--- src/rtl/bp_be_dcache_pkg.sv ---
// Shared dcache opcode and packet types, plus the trace-word field layout used
// by the trace scheduler and by any bench that builds trace words.
package bp_be_dcache_pkg;

  localparam int dcache_opcode_width_gp = 4;

  typedef enum logic [3:0] {
    e_dcache_op_lb  = 4'd0,
    e_dcache_op_lh  = 4'd1,
    e_dcache_op_lw  = 4'd2,
    e_dcache_op_ld  = 4'd3,
    e_dcache_op_lbu = 4'd4,
    e_dcache_op_lhu = 4'd5,
    e_dcache_op_lwu = 4'd6,
    e_dcache_op_sb  = 4'd8,
    e_dcache_op_sh  = 4'd9,
    e_dcache_op_sw  = 4'd10,
    e_dcache_op_sd  = 4'd11
  } bp_be_dcache_opcode_e;

  // Default-width packet; other widths use the same {opcode, page_offset, data} order.
  typedef struct packed {
    bp_be_dcache_opcode_e opcode;
    logic [11:0]          page_offset;
    logic [63:0]          data;
  } bp_be_dcache_pkt_s;

  function automatic int trace_data_lsb();
    return 0;
  endfunction

  function automatic int trace_page_offset_lsb(input int dword_width);
    return dword_width;
  endfunction

  function automatic int trace_ptag_lsb(input int dword_width, input int page_offset_width);
    return dword_width + page_offset_width;
  endfunction

  function automatic int trace_opcode_lsb(input int dword_width, input int paddr_width);
    return dword_width + paddr_width;
  endfunction

endpackage

--- src/rtl/bp_be_trace_sched_id_fifo.sv ---
// Small in-order FIFO holding the requester index of each outstanding dcache
// packet; depth must be a power of two (>= 2) so the pointers wrap naturally.
module bp_be_trace_sched_id_fifo #(
  parameter int depth_p = 4,
  parameter int width_p = 1
) (
  input  logic               clk_i,
  input  logic               reset_n_i,
  input  logic               push_i,
  input  logic [width_p-1:0] data_i,
  input  logic               pop_i,
  output logic [width_p-1:0] data_o,
  output logic               full_o,
  output logic               empty_o
);

  localparam int ptr_width_lp   = $clog2(depth_p);
  localparam int count_width_lp = $clog2(depth_p + 1);
  localparam logic [count_width_lp-1:0] depth_lp = count_width_lp'(depth_p);

  logic [width_p-1:0]        mem_r [depth_p];
  logic [ptr_width_lp-1:0]   wptr_r, rptr_r;
  logic [count_width_lp-1:0] count_r;
  logic                      push_ok, pop_ok;

  assign empty_o = (count_r == '0);
  assign full_o  = (count_r == depth_lp);
  assign pop_ok  = pop_i & ~empty_o;
  // A pop in the same cycle frees the slot a push at full needs.
  assign push_ok = push_i & (~full_o | pop_ok);
  assign data_o  = mem_r[rptr_r];

  always_ff @(posedge clk_i) begin
    if (push_ok) mem_r[wptr_r] <= data_i;
  end

  always_ff @(posedge clk_i or negedge reset_n_i) begin
    if (!reset_n_i) begin
      wptr_r  <= '0;
      rptr_r  <= '0;
      count_r <= '0;
    end else begin
      if (push_ok) wptr_r <= wptr_r + 1'b1;
      if (pop_ok)  rptr_r <= rptr_r + 1'b1;
      case ({push_ok, pop_ok})
        2'b10:   count_r <= count_r + 1'b1;
        2'b01:   count_r <= count_r - 1'b1;
        default: count_r <= count_r;
      endcase
    end
  end

endmodule

--- src/rtl/bp_be_dcache_trace_sched.sv ---
// Round-robin scheduler sharing one dcache request port among trace-replay
// sources, with credit limiting, in-order response routing, completion and stall tracking.
module bp_be_dcache_trace_sched
  import bp_be_dcache_pkg::*;
#(
  parameter int num_req_p           = 2,
  parameter int dword_width_p       = 64,
  parameter int paddr_width_p       = 40,
  parameter int page_offset_width_p = 12,
  parameter int ring_width_p        = dword_width_p + paddr_width_p + 4,
  parameter int max_outstanding_p   = 4,
  parameter int watchdog_cycles_p   = 1000000
) (
  input  logic                                      clk_i,
  input  logic                                      reset_n_i,
  input  logic [num_req_p-1:0]                      req_v_i,
  input  logic [num_req_p*ring_width_p-1:0]         req_data_i,
  output logic [num_req_p-1:0]                      req_yumi_o,
  input  logic [num_req_p*32-1:0]                   target_count_i,
  input  logic                                      dcache_pkt_ready_i,
  output logic                                      dcache_pkt_v_o,
  output logic [4+page_offset_width_p+dword_width_p-1:0] dcache_pkt_o,
  output logic [paddr_width_p-page_offset_width_p-1:0]   ptag_o,
  input  logic                                      dcache_v_i,
  input  logic [dword_width_p-1:0]                  dcache_data_i,
  output logic [num_req_p-1:0]                      resp_v_o,
  output logic [dword_width_p-1:0]                  resp_data_o,
  output logic [num_req_p-1:0]                      done_o,
  output logic                                      all_done_o,
  output logic                                      stall_o,
  output logic                                      err_o
);

  localparam int id_width_lp        = $clog2(num_req_p);
  localparam int ptag_width_lp      = paddr_width_p - page_offset_width_p;
  localparam int cnt_width_lp       = $clog2(max_outstanding_p + 1);
  localparam int wd_width_lp        = $clog2(watchdog_cycles_p + 1);
  localparam int opcode_lsb_lp      = trace_opcode_lsb(dword_width_p, paddr_width_p);
  localparam int ptag_lsb_lp        = trace_ptag_lsb(dword_width_p, page_offset_width_p);
  localparam int page_offset_lsb_lp = trace_page_offset_lsb(dword_width_p);
  localparam int data_lsb_lp        = trace_data_lsb();
  localparam logic [cnt_width_lp-1:0] max_out_lp  = cnt_width_lp'(max_outstanding_p);
  localparam logic [wd_width_lp-1:0]  wd_limit_lp = wd_width_lp'(watchdog_cycles_p);

  function automatic logic [id_width_lp-1:0] wrap_id(input logic [id_width_lp-1:0] base,
                                                     input int offset);
    return id_width_lp'((int'(base) + offset) % num_req_p);
  endfunction

  // Reset asserts immediately but releases through two flops; everything else keys off 'active'.
  logic [1:0] rst_sync_r;
  logic       active;

  always_ff @(posedge clk_i or negedge reset_n_i) begin
    if (!reset_n_i) rst_sync_r <= '0;
    else            rst_sync_r <= {rst_sync_r[0], 1'b1};
  end

  assign active = rst_sync_r[1];

  logic [id_width_lp-1:0]   last_grant_r, start_id, rot_sel, grant_id, fifo_head;
  logic [num_req_p-1:0]     req_rot;
  logic [cnt_width_lp-1:0]  outstanding_r;
  logic [wd_width_lp-1:0]   wd_cnt_r, wd_cnt_next;
  logic [ring_width_p-1:0]  grant_word;
  logic [31:0]              resp_cnt_r [num_req_p];
  bp_be_dcache_opcode_e     opcode;
  logic credit_ok, issue, pop_v, fifo_full, fifo_empty, busy, late_resp, stall_r, err_r;

  // Rotate so the search starts after the last grant, take the lowest set bit, rotate back.
  always_comb begin
    start_id = wrap_id(last_grant_r, 1);
    req_rot  = '0;
    for (int i = 0; i < num_req_p; i++) req_rot[i] = req_v_i[wrap_id(start_id, i)];
    rot_sel = '0;
    for (int i = num_req_p - 1; i >= 0; i--) if (req_rot[i]) rot_sel = id_width_lp'(i);
    grant_id = wrap_id(rot_sel, int'(start_id));
  end

  assign credit_ok      = (outstanding_r < max_out_lp);
  assign issue          = active & dcache_pkt_ready_i & credit_ok & (|req_v_i);
  assign dcache_pkt_v_o = issue;

  always_comb begin
    req_yumi_o = '0;
    if (issue) req_yumi_o[grant_id] = 1'b1;
  end

  assign grant_word   = req_data_i[int'(grant_id) * ring_width_p +: ring_width_p];
  assign opcode       = bp_be_dcache_opcode_e'(grant_word[opcode_lsb_lp +: 4]);
  assign dcache_pkt_o = active ? {opcode, grant_word[page_offset_lsb_lp +: page_offset_width_p],
                                  grant_word[data_lsb_lp +: dword_width_p]} : '0;
  assign ptag_o       = active ? grant_word[ptag_lsb_lp +: ptag_width_lp] : '0;

  bp_be_trace_sched_id_fifo #(
    .depth_p (max_outstanding_p),
    .width_p (id_width_lp)
  ) id_fifo (
    .clk_i     (clk_i),
    .reset_n_i (active),
    .push_i    (issue),
    .data_i    (grant_id),
    .pop_i     (dcache_v_i),
    .data_o    (fifo_head),
    .full_o    (fifo_full),
    .empty_o   (fifo_empty)
  );

  assign pop_v = dcache_v_i & ~fifo_empty;

  always_comb begin
    resp_v_o = '0;
    if (active && pop_v) resp_v_o[fifo_head] = 1'b1;
  end

  assign resp_data_o = active ? dcache_data_i : '0;

  always_comb begin
    for (int i = 0; i < num_req_p; i++) done_o[i] = (resp_cnt_r[i] == target_count_i[i*32 +: 32]);
  end

  assign all_done_o = &done_o;
  assign late_resp  = |(resp_v_o & done_o);
  assign busy       = (outstanding_r != '0) | (|req_v_i);

  // Watchdog counts only cycles where work is pending but nothing moves.
  always_comb begin
    wd_cnt_next = wd_cnt_r;
    if (issue || dcache_v_i)              wd_cnt_next = '0;
    else if (busy && wd_cnt_r != wd_limit_lp) wd_cnt_next = wd_cnt_r + 1'b1;
  end

  always_ff @(posedge clk_i or negedge active) begin
    if (!active) begin
      last_grant_r  <= id_width_lp'(num_req_p - 1);
      outstanding_r <= '0;
      wd_cnt_r      <= '0;
      stall_r       <= 1'b0;
      err_r         <= 1'b0;
      for (int i = 0; i < num_req_p; i++) resp_cnt_r[i] <= '0;
    end else begin
      if (issue) last_grant_r <= grant_id;
      case ({issue, pop_v})
        2'b10:   outstanding_r <= outstanding_r + 1'b1;
        2'b01:   outstanding_r <= outstanding_r - 1'b1;
        default: outstanding_r <= outstanding_r;
      endcase
      wd_cnt_r <= wd_cnt_next;
      stall_r  <= stall_r | (wd_cnt_next == wd_limit_lp);
      err_r    <= err_r | (dcache_v_i & fifo_empty) | late_resp | (issue & fifo_full);
      for (int i = 0; i < num_req_p; i++)
        if (resp_v_o[i] && !done_o[i]) resp_cnt_r[i] <= resp_cnt_r[i] + 32'd1;
    end
  end

  assign stall_o = stall_r;
  assign err_o   = err_r;

endmodule

--- config.mk ---
export PLATFORM = sky130hd
export DESIGN_NAME = bp_be_dcache_trace_sched
export DESIGN_NICKNAME = d
export VERILOG_FILES = /design/src/rtl/bp_be_dcache_pkg.sv /design/src/rtl/bp_be_trace_sched_id_fifo.sv /design/src/rtl/bp_be_dcache_trace_sched.sv
export SDC_FILE = /design/constraint.sdc
export NUM_CORES = 1
export LEC_CHECK = 0
export BUFFER_PORTS_ARGS = -buffer_cell sky130_fd_sc_hd__buf_2
export CAP_MARGIN = 15
export CORE_AREA = 2 2 209 211
export CTS_BUF_LIST = sky130_fd_sc_hd__clkbuf_4 sky130_fd_sc_hd__clkbuf_8 sky130_fd_sc_hd__clkbuf_16
export CTS_CLUSTER_SIZE = 40
export DETAILED_ROUTE_END_ITERATION = 10
export DIE_AREA = 0 0 211 213
export PLACE_DENSITY = 0.4
export SETUP_SLACK_MARGIN = 0.5
export SLEW_MARGIN = 20
export SYNTH_ARGS = -nofsm -noshare
export SYNTH_HDL_FRONTEND = slang
export SYNTH_SLANG_ARGS = --single-unit
export TNS_END_PERCENT = 50
--- constraint.sdc ---
create_clock -name clk_i -period 5.3 [get_ports clk_i]
set_input_delay 1.06 -clock clk_i [delete_from_list [all_inputs] [get_ports clk_i]]
set_output_delay 1.06 -clock clk_i [all_outputs]
set_load 0.02 [all_outputs]
Word level (Yosys, flattened, before mapping) --
Memory sizes are Yosys's and may differ from the RTL's. Cells that the tools add are included.
Word-level totals: register bits 99, memories kept 1, logic and storage cells 95, bits in writable memories 4
Memories:
- id_fifo.mem_r | depth 4, width 1, rd ports 1, clocked after Yosys merged registers in 0, write ports 1, line bp_be_trace_sched_id_fifo.sv:21 | logic [width_p-1:0] mem_r [depth_p];
Operators by class: $lt $le $gt $ge 7, shifts and indexed selects 1, reduce and logical (&&, ||, !) cells 16, bitwise operators 16, muxes and demuxes 21, equality and inequality tests 9, multipliers 1, add/sub/neg operators 12
Operators by type and width (count):
- $shiftx 216x9->108 | 1
- $mux 80 | 1
- $add 32x1->32 const B | 2
- $eq 32x32->1 | 2
- $mux 64 | 1
- $mux 20 | 2
- $mux 28 | 1
- $add 20x1->20 const B | 1
- $eq 20x20->1 const B | 1
- $ne 20x20->1 const B | 1
- $pmux 3 s2 | 2
- $mux 1 | 10
- $lt 1x2->1 const B | 4
- $and 1x1->1 | 7
- $add 3x1->3 const B | 2
- $logic_and 1x1->1 | 6
- $mul 1x5->6 const B | 1
- $or 1x1->1 | 6
- $sub 3x1->3 const B | 2
- $add 2x1->2 const B | 2
- $eq 2x1->1 const B | 2
- $eq 2x2->1 const B | 2
- $mux 2 | 2
- $reduce_bool 2->1 | 2
- other kinds (14) | 20

Longest topological paths before layout --
depth in word-level cells 12, mapped depth 9

Modules after synthesis --
Synthesis repeated with hierarchy kept, for this count alone.
Unflattened totals: cell total of the unflattened synthesis 993, area total of the unflattened synthesis 7990.2 um^2
By module, submodules not included:
- bp_be_dcache_trace_sched | seq. area each 2303.5 um^2, cells an instance 950, area an instance 7409.6 um^2, instances 1
- bp_be_trace_sched_id_fifo | seq. area each 295.3 um^2, cells an instance 43, area an instance 580.6 um^2, instances 1

Worst setup path after synthesis --
No wires, ideal clock.
path kind register to output, start point reg rst_sync_r[1], end point out ptag_o[11], cell stages (with the launch flop) 5, buffers on the path 3, data required time 4.240 ns, slack 0.401 ns, arrival time 3.839 ns, path through dfrtp_1 -> clkbuf_1 -> clkbuf_1 -> clkbuf_1 -> a21boi_0
Between the ends: longest elaborated chain between the ends 1
RTL lines:
- start, declared | line bp_be_dcache_trace_sched.sv:51 | logic [1:0] rst_sync_r;
- start signal, assigned | line bp_be_dcache_trace_sched.sv:56 | else rst_sync_r <= {rst_sync_r[0], 1'b1};
- $mux 28 | line bp_be_dcache_trace_sched.sv:93 | assign ptag_o = active ? grant_word[ptag_lsb_lp +: ptag_width_lp] : '0;
- end, declared | line bp_be_dcache_trace_sched.sv:23 | output logic [paddr_width_p-page_offset_width_p-1:0] ptag_o,
No other way between the ends.

Worst setup path in the final report --
start point in req_v_i[1], end point out ptag_o[7]
Between the ends: longest elaborated chain between the ends 8, elaborated cells between the ends (all ways) 10
RTL lines:
- start, declared | line bp_be_dcache_trace_sched.sv:16 | input logic [num_req_p-1:0] req_v_i,
- $mux 1 (implied by the code) (2 in a row) | line bp_be_dcache_trace_sched.sv:74 | for (int i = 0; i < num_req_p; i++) req_rot[i] = req_v_i[wrap_id(start_id, i)];
- $mux 1 | line bp_be_dcache_trace_sched.sv:76 | for (int i = num_req_p - 1; i >= 0; i--) if (req_rot[i]) rot_sel = id_width_lp'(i);
- $mux 1 * | line bp_be_dcache_trace_sched.sv:76
- $add 1x1->1 * | line bp_be_dcache_trace_sched.sv:47 | return id_width_lp'((int'(base) + offset) % num_req_p);
- $mul 1x5->6 * | line bp_be_dcache_trace_sched.sv:89 | assign grant_word = req_data_i[int'(grant_id) * ring_width_p +: ring_width_p];
- $shiftx 216x9->108 * | line bp_be_dcache_trace_sched.sv:89
- $mux 28 * | line bp_be_dcache_trace_sched.sv:93
Mark *: on every way between the ends. The rest lies on a longest branch, timed or not. The select of a mux whose other input is x is not followed.

==> results.tsv <==
stage	metric	value	unit
cts	insertion_delay	0.36	ns
cts	htreeDepth	3	
floorplan	ioPinCount	532	
finish	multi_input_area	0.00501	sq mm
cts	cts_resized	0	
timing	worst_slew_pin_slew	0.717	ns
timing	period_share	0.765	
placed_design	numPortBuffers	531	
floorplan	dieArea	0.0449	sq mm
cts	cts.hold.buffers_added	0	
placed_design	dp_cells	2009	
outcome	outcome	complete, no violations	
hold_path	hold_class	reg2async	
finish	postLayoutCoreUtil	0.268	
timing	slew_viol_final	0	
worst_setup_path	crit_path_max_fanout	61	
placed_design	dp_hpwl	34.8	mm
worst_setup_path	start_kind	input pin	
pwr	vdd_ir_drop_max	0.175	mV
drt	num_vias	8823	
synthesis	synth_warnings	0	
drt	remaining_drc_errors	0	
synthesis	async_flop_share	0.961	
worst_setup_path	rrSetupSlack	2.57	ns
timing	rsz0062_at_grt	no	
worst_setup_path	crit_end	ptag_o[7]	
timing	setup_viol	0	
global_routing	grt_start_max_net_pins	123	
finish	drive_gt1_frac	0.387	
worst_setup_path	crit_start	req_v_i[1]	
cts	cts_setup_buffers	0	
pwr	leakage	5.92	nW
floorplan	row_count	76	
timing	fin_worst_skew	0.00967	ns
global_routing	antenna_found_initial	23	
worst_setup_path	crit_required	4.24	ns
drt	post_drt_via_cell_ratio	4.35	
timing	maxSlewHeadroom	0.522	
floorplan	die_w	211	microns
timing	whs	0.284	ns
synthesis	ys_ff_latch	103	
synthesis	yosysUniqueCellTypes	55	
floorplan	die-height	213	microns
global_routing	grt_pass1_wl	58.7	mm
worst_setup_path	worstPathArrival	2.99	ns
drt	routed_wl	41.2	mm
drt	first_pass_iters	5	
synthesis	synth_edf_count	4	
finish	stdcell_count	2030	
finish	fin_nets	1835	
placed_design	gp_congestion	0.925	
cts	cts_buffers	9	
timing	setup_slack	1.25	ns
timing	finalHoldViolCount	0	
worst_setup_path	cp-end-kind	output port	
timing	setup_tns	0	ns
finish	fillers	4782	
synthesis	synth_area_per_cell	8.07	sq um
cts	root_buffer	clkbuf_16	
global_routing	grt_pass1_vias	8688	
drt	routedWlPerCell	20.3	microns
worst_setup_path	worstSetupPathType	in2out	
timing	fmax	247	MHz
worst_setup_path	rr_startpoint	id_fifo.count_r[2]	
global_routing	grt_use_total	0.177	
global_routing	grt_overflow	0	
pwr	power.density	267	mW/mm^2
finish	area_growth	44.6	%
drt	drt-initial-drc-count	421	
flow_run	max_cap_viol_count	0	
floorplan	core_area	0.0427	sq mm
worst_setup_path	r2r_cells	7	
cts	clk_pin_slew	0.07	ns
cts	clkSinkCount	103	
cts	cts_tree	yes	
placed_design	dp_slack	1.18	ns
synthesis	ys_seq_area_frac	0.329	
timing	final.min_clock_period	4.05	ns
floorplan	initial_core_util	0.185	
finish	regArea	0.00260	sq mm
synthesis	synth_ff_type	dfrtp_1	
synthesis	syn_inst	979	
synthesis	synth_fp_nets	1340	
synthesis	syn_area	0.00790	sq mm
cts	clk_path_buf_depth	2	
drt	ant_nets	0	
worst_setup_path	reg2reg_to	resp_cnt_r[12]	
-- cell usage in the layout (no fill, tap or decap), types with 3 or more instances in the layout --
master,instances
dfrtp_1,97
o211ai_1,3
a21boi_0,108
xnor2_1,84
nand2b_1,3
and2_1,70
nor3_1,8
edfxtp_1,4
clkbuf_16,9
mux2i_1,3
nand4_1,27
and4_1,10
and4b_1,3
nor3b_1,3
nor2_1,46
xor2_1,71
nor4_1,13
nand2_1,248
or2_2,4
ha_1,9
clkbuf_4,3
buf_2,531
buf_4,5
and3_1,18
nand3_1,28
o21ai_0,7
inv_1,21
diode_2,5
-- registers in the layout, summed over array words and instances, names as in the netlist --
signal / flops
resp_cnt_r: 64
wd_cnt_r: 20
id_fifo.mem_r: 4
id_fifo.count_r: 3
outstanding_r: 3
id_fifo.rptr_r: 2
id_fifo.wptr_r: 2
rst_sync_r: 2
err_o: 1
last_grant_r: 1
stall_o: 1
-- critical path, cell delays in order --
cell      delay [ns]
buf_2           0.12
nand2b_1        0.07
a21o_4          0.24
inv_4           0.48
nand2_1         0.10
a21boi_0        0.56
buf_2           0.30
-- power by group --
part           total [mW]  internal, mW  switching, mW
registers            1.01         0.883          0.125
logic                1.37         0.504          0.863
clock network       0.678         0.380          0.298
-- metrics by stage --
| stage | power (mW) | area, sq um |
|---|---|---|
| after CTS | 3.11 | 11400 |
| after global placement | 2.40 | 11100 |
| final | 3.05 | 11400 |
| after global routing | 3.28 | 11400 |
| after detailed placement | 2.41 | 11100 |
| after floorplan | 1.83 | 7900 |
-- how the worst min path moves through the flow --
stage | start | end | slack [ns] | cells after the start
3_3_place_gp | rst_sync_r[1] | resp_cnt_r[49] | 0.31 | 0
6_report | rst_sync_r[1] | resp_cnt_r[51] | 0.28 | 0
4_1_cts | rst_sync_r[1] | resp_cnt_r[51] | 0.31 | 0
3_5_place_dp | rst_sync_r[1] | resp_cnt_r[49] | 0.31 | 0
5_1_grt | rst_sync_r[1] | resp_cnt_r[50] | 0.33 | 0
2_1_floorplan | rst_sync_r[0] | rst_sync_r[1] | 0.33 | 0
-- area by class of cell --
class | instances | area share
multi-input combinational | 800 | 0.439
clock inverter | 4 | 0.00405
tap | 546 | 0.0598
timing repair buffer | 538 | 0.239
sequential | 103 | 0.228
clock buffer | 12 | 0.0217
antenna | 5 | 0.00110
inverter | 22 | 0.00745
-- Yosys cell counts, types with 3 or more instances --
library cell  count  share of area
clkbuf_1         48          0.023
or2_2             4         0.0032
ha_1              9          0.014
o211ai_1          3         0.0029
nor3b_1           3         0.0029
nor2_1           46          0.022
a21boi_0        108           0.10
mux2i_1           3         0.0038
a21o_1            3         0.0029
edfxtp_1          4          0.015
buf_4             3         0.0029
nand2b_1          3         0.0024
inv_1            22          0.010
and4_1           10          0.011
and3_1           18          0.014
xnor2_1          84          0.093
xor2_1           71          0.079
and4b_1           3         0.0038
nor3_1            8         0.0051
o21ai_0           7         0.0044
nor4_1           13          0.010
and2_1           70          0.055
dfrtp_1          98           0.31
nand4_1          27          0.021
nand3_1          28          0.018
nand2_1         248           0.12
-- per-layer routing --
layer / vias to the layer above / wire (microns) / global-route usage
met1: 4231 / 17900 / 0.229
met2: 294 / 19800 / 0.298
met3: 52 / 2790 / 0.0477
met5: - / 88 / 0
met4: 12 / 545 / 0.0338
li1: 4234 / - / -
-- cells by family (layout without fill, tap and decap cells) --
family / count (synthesis) / count (layout) / synth area share
AOI/OAI and AO/OA: 131 / 131 / 0.124
xor gates and xnor gates: 155 / 155 / 0.172
adders and majority gates: 11 / 11 / 0.0193
buffers and inverters: 76 / 576 / 0.0386
DFF: 103 / 103 / 0.329
muxes: 6 / 6 / 0.00950
other: 1 / 6 / 0.000475
and+or+nand+nor: 496 / 496 / 0.308
(Power assumes the default switching activity.)
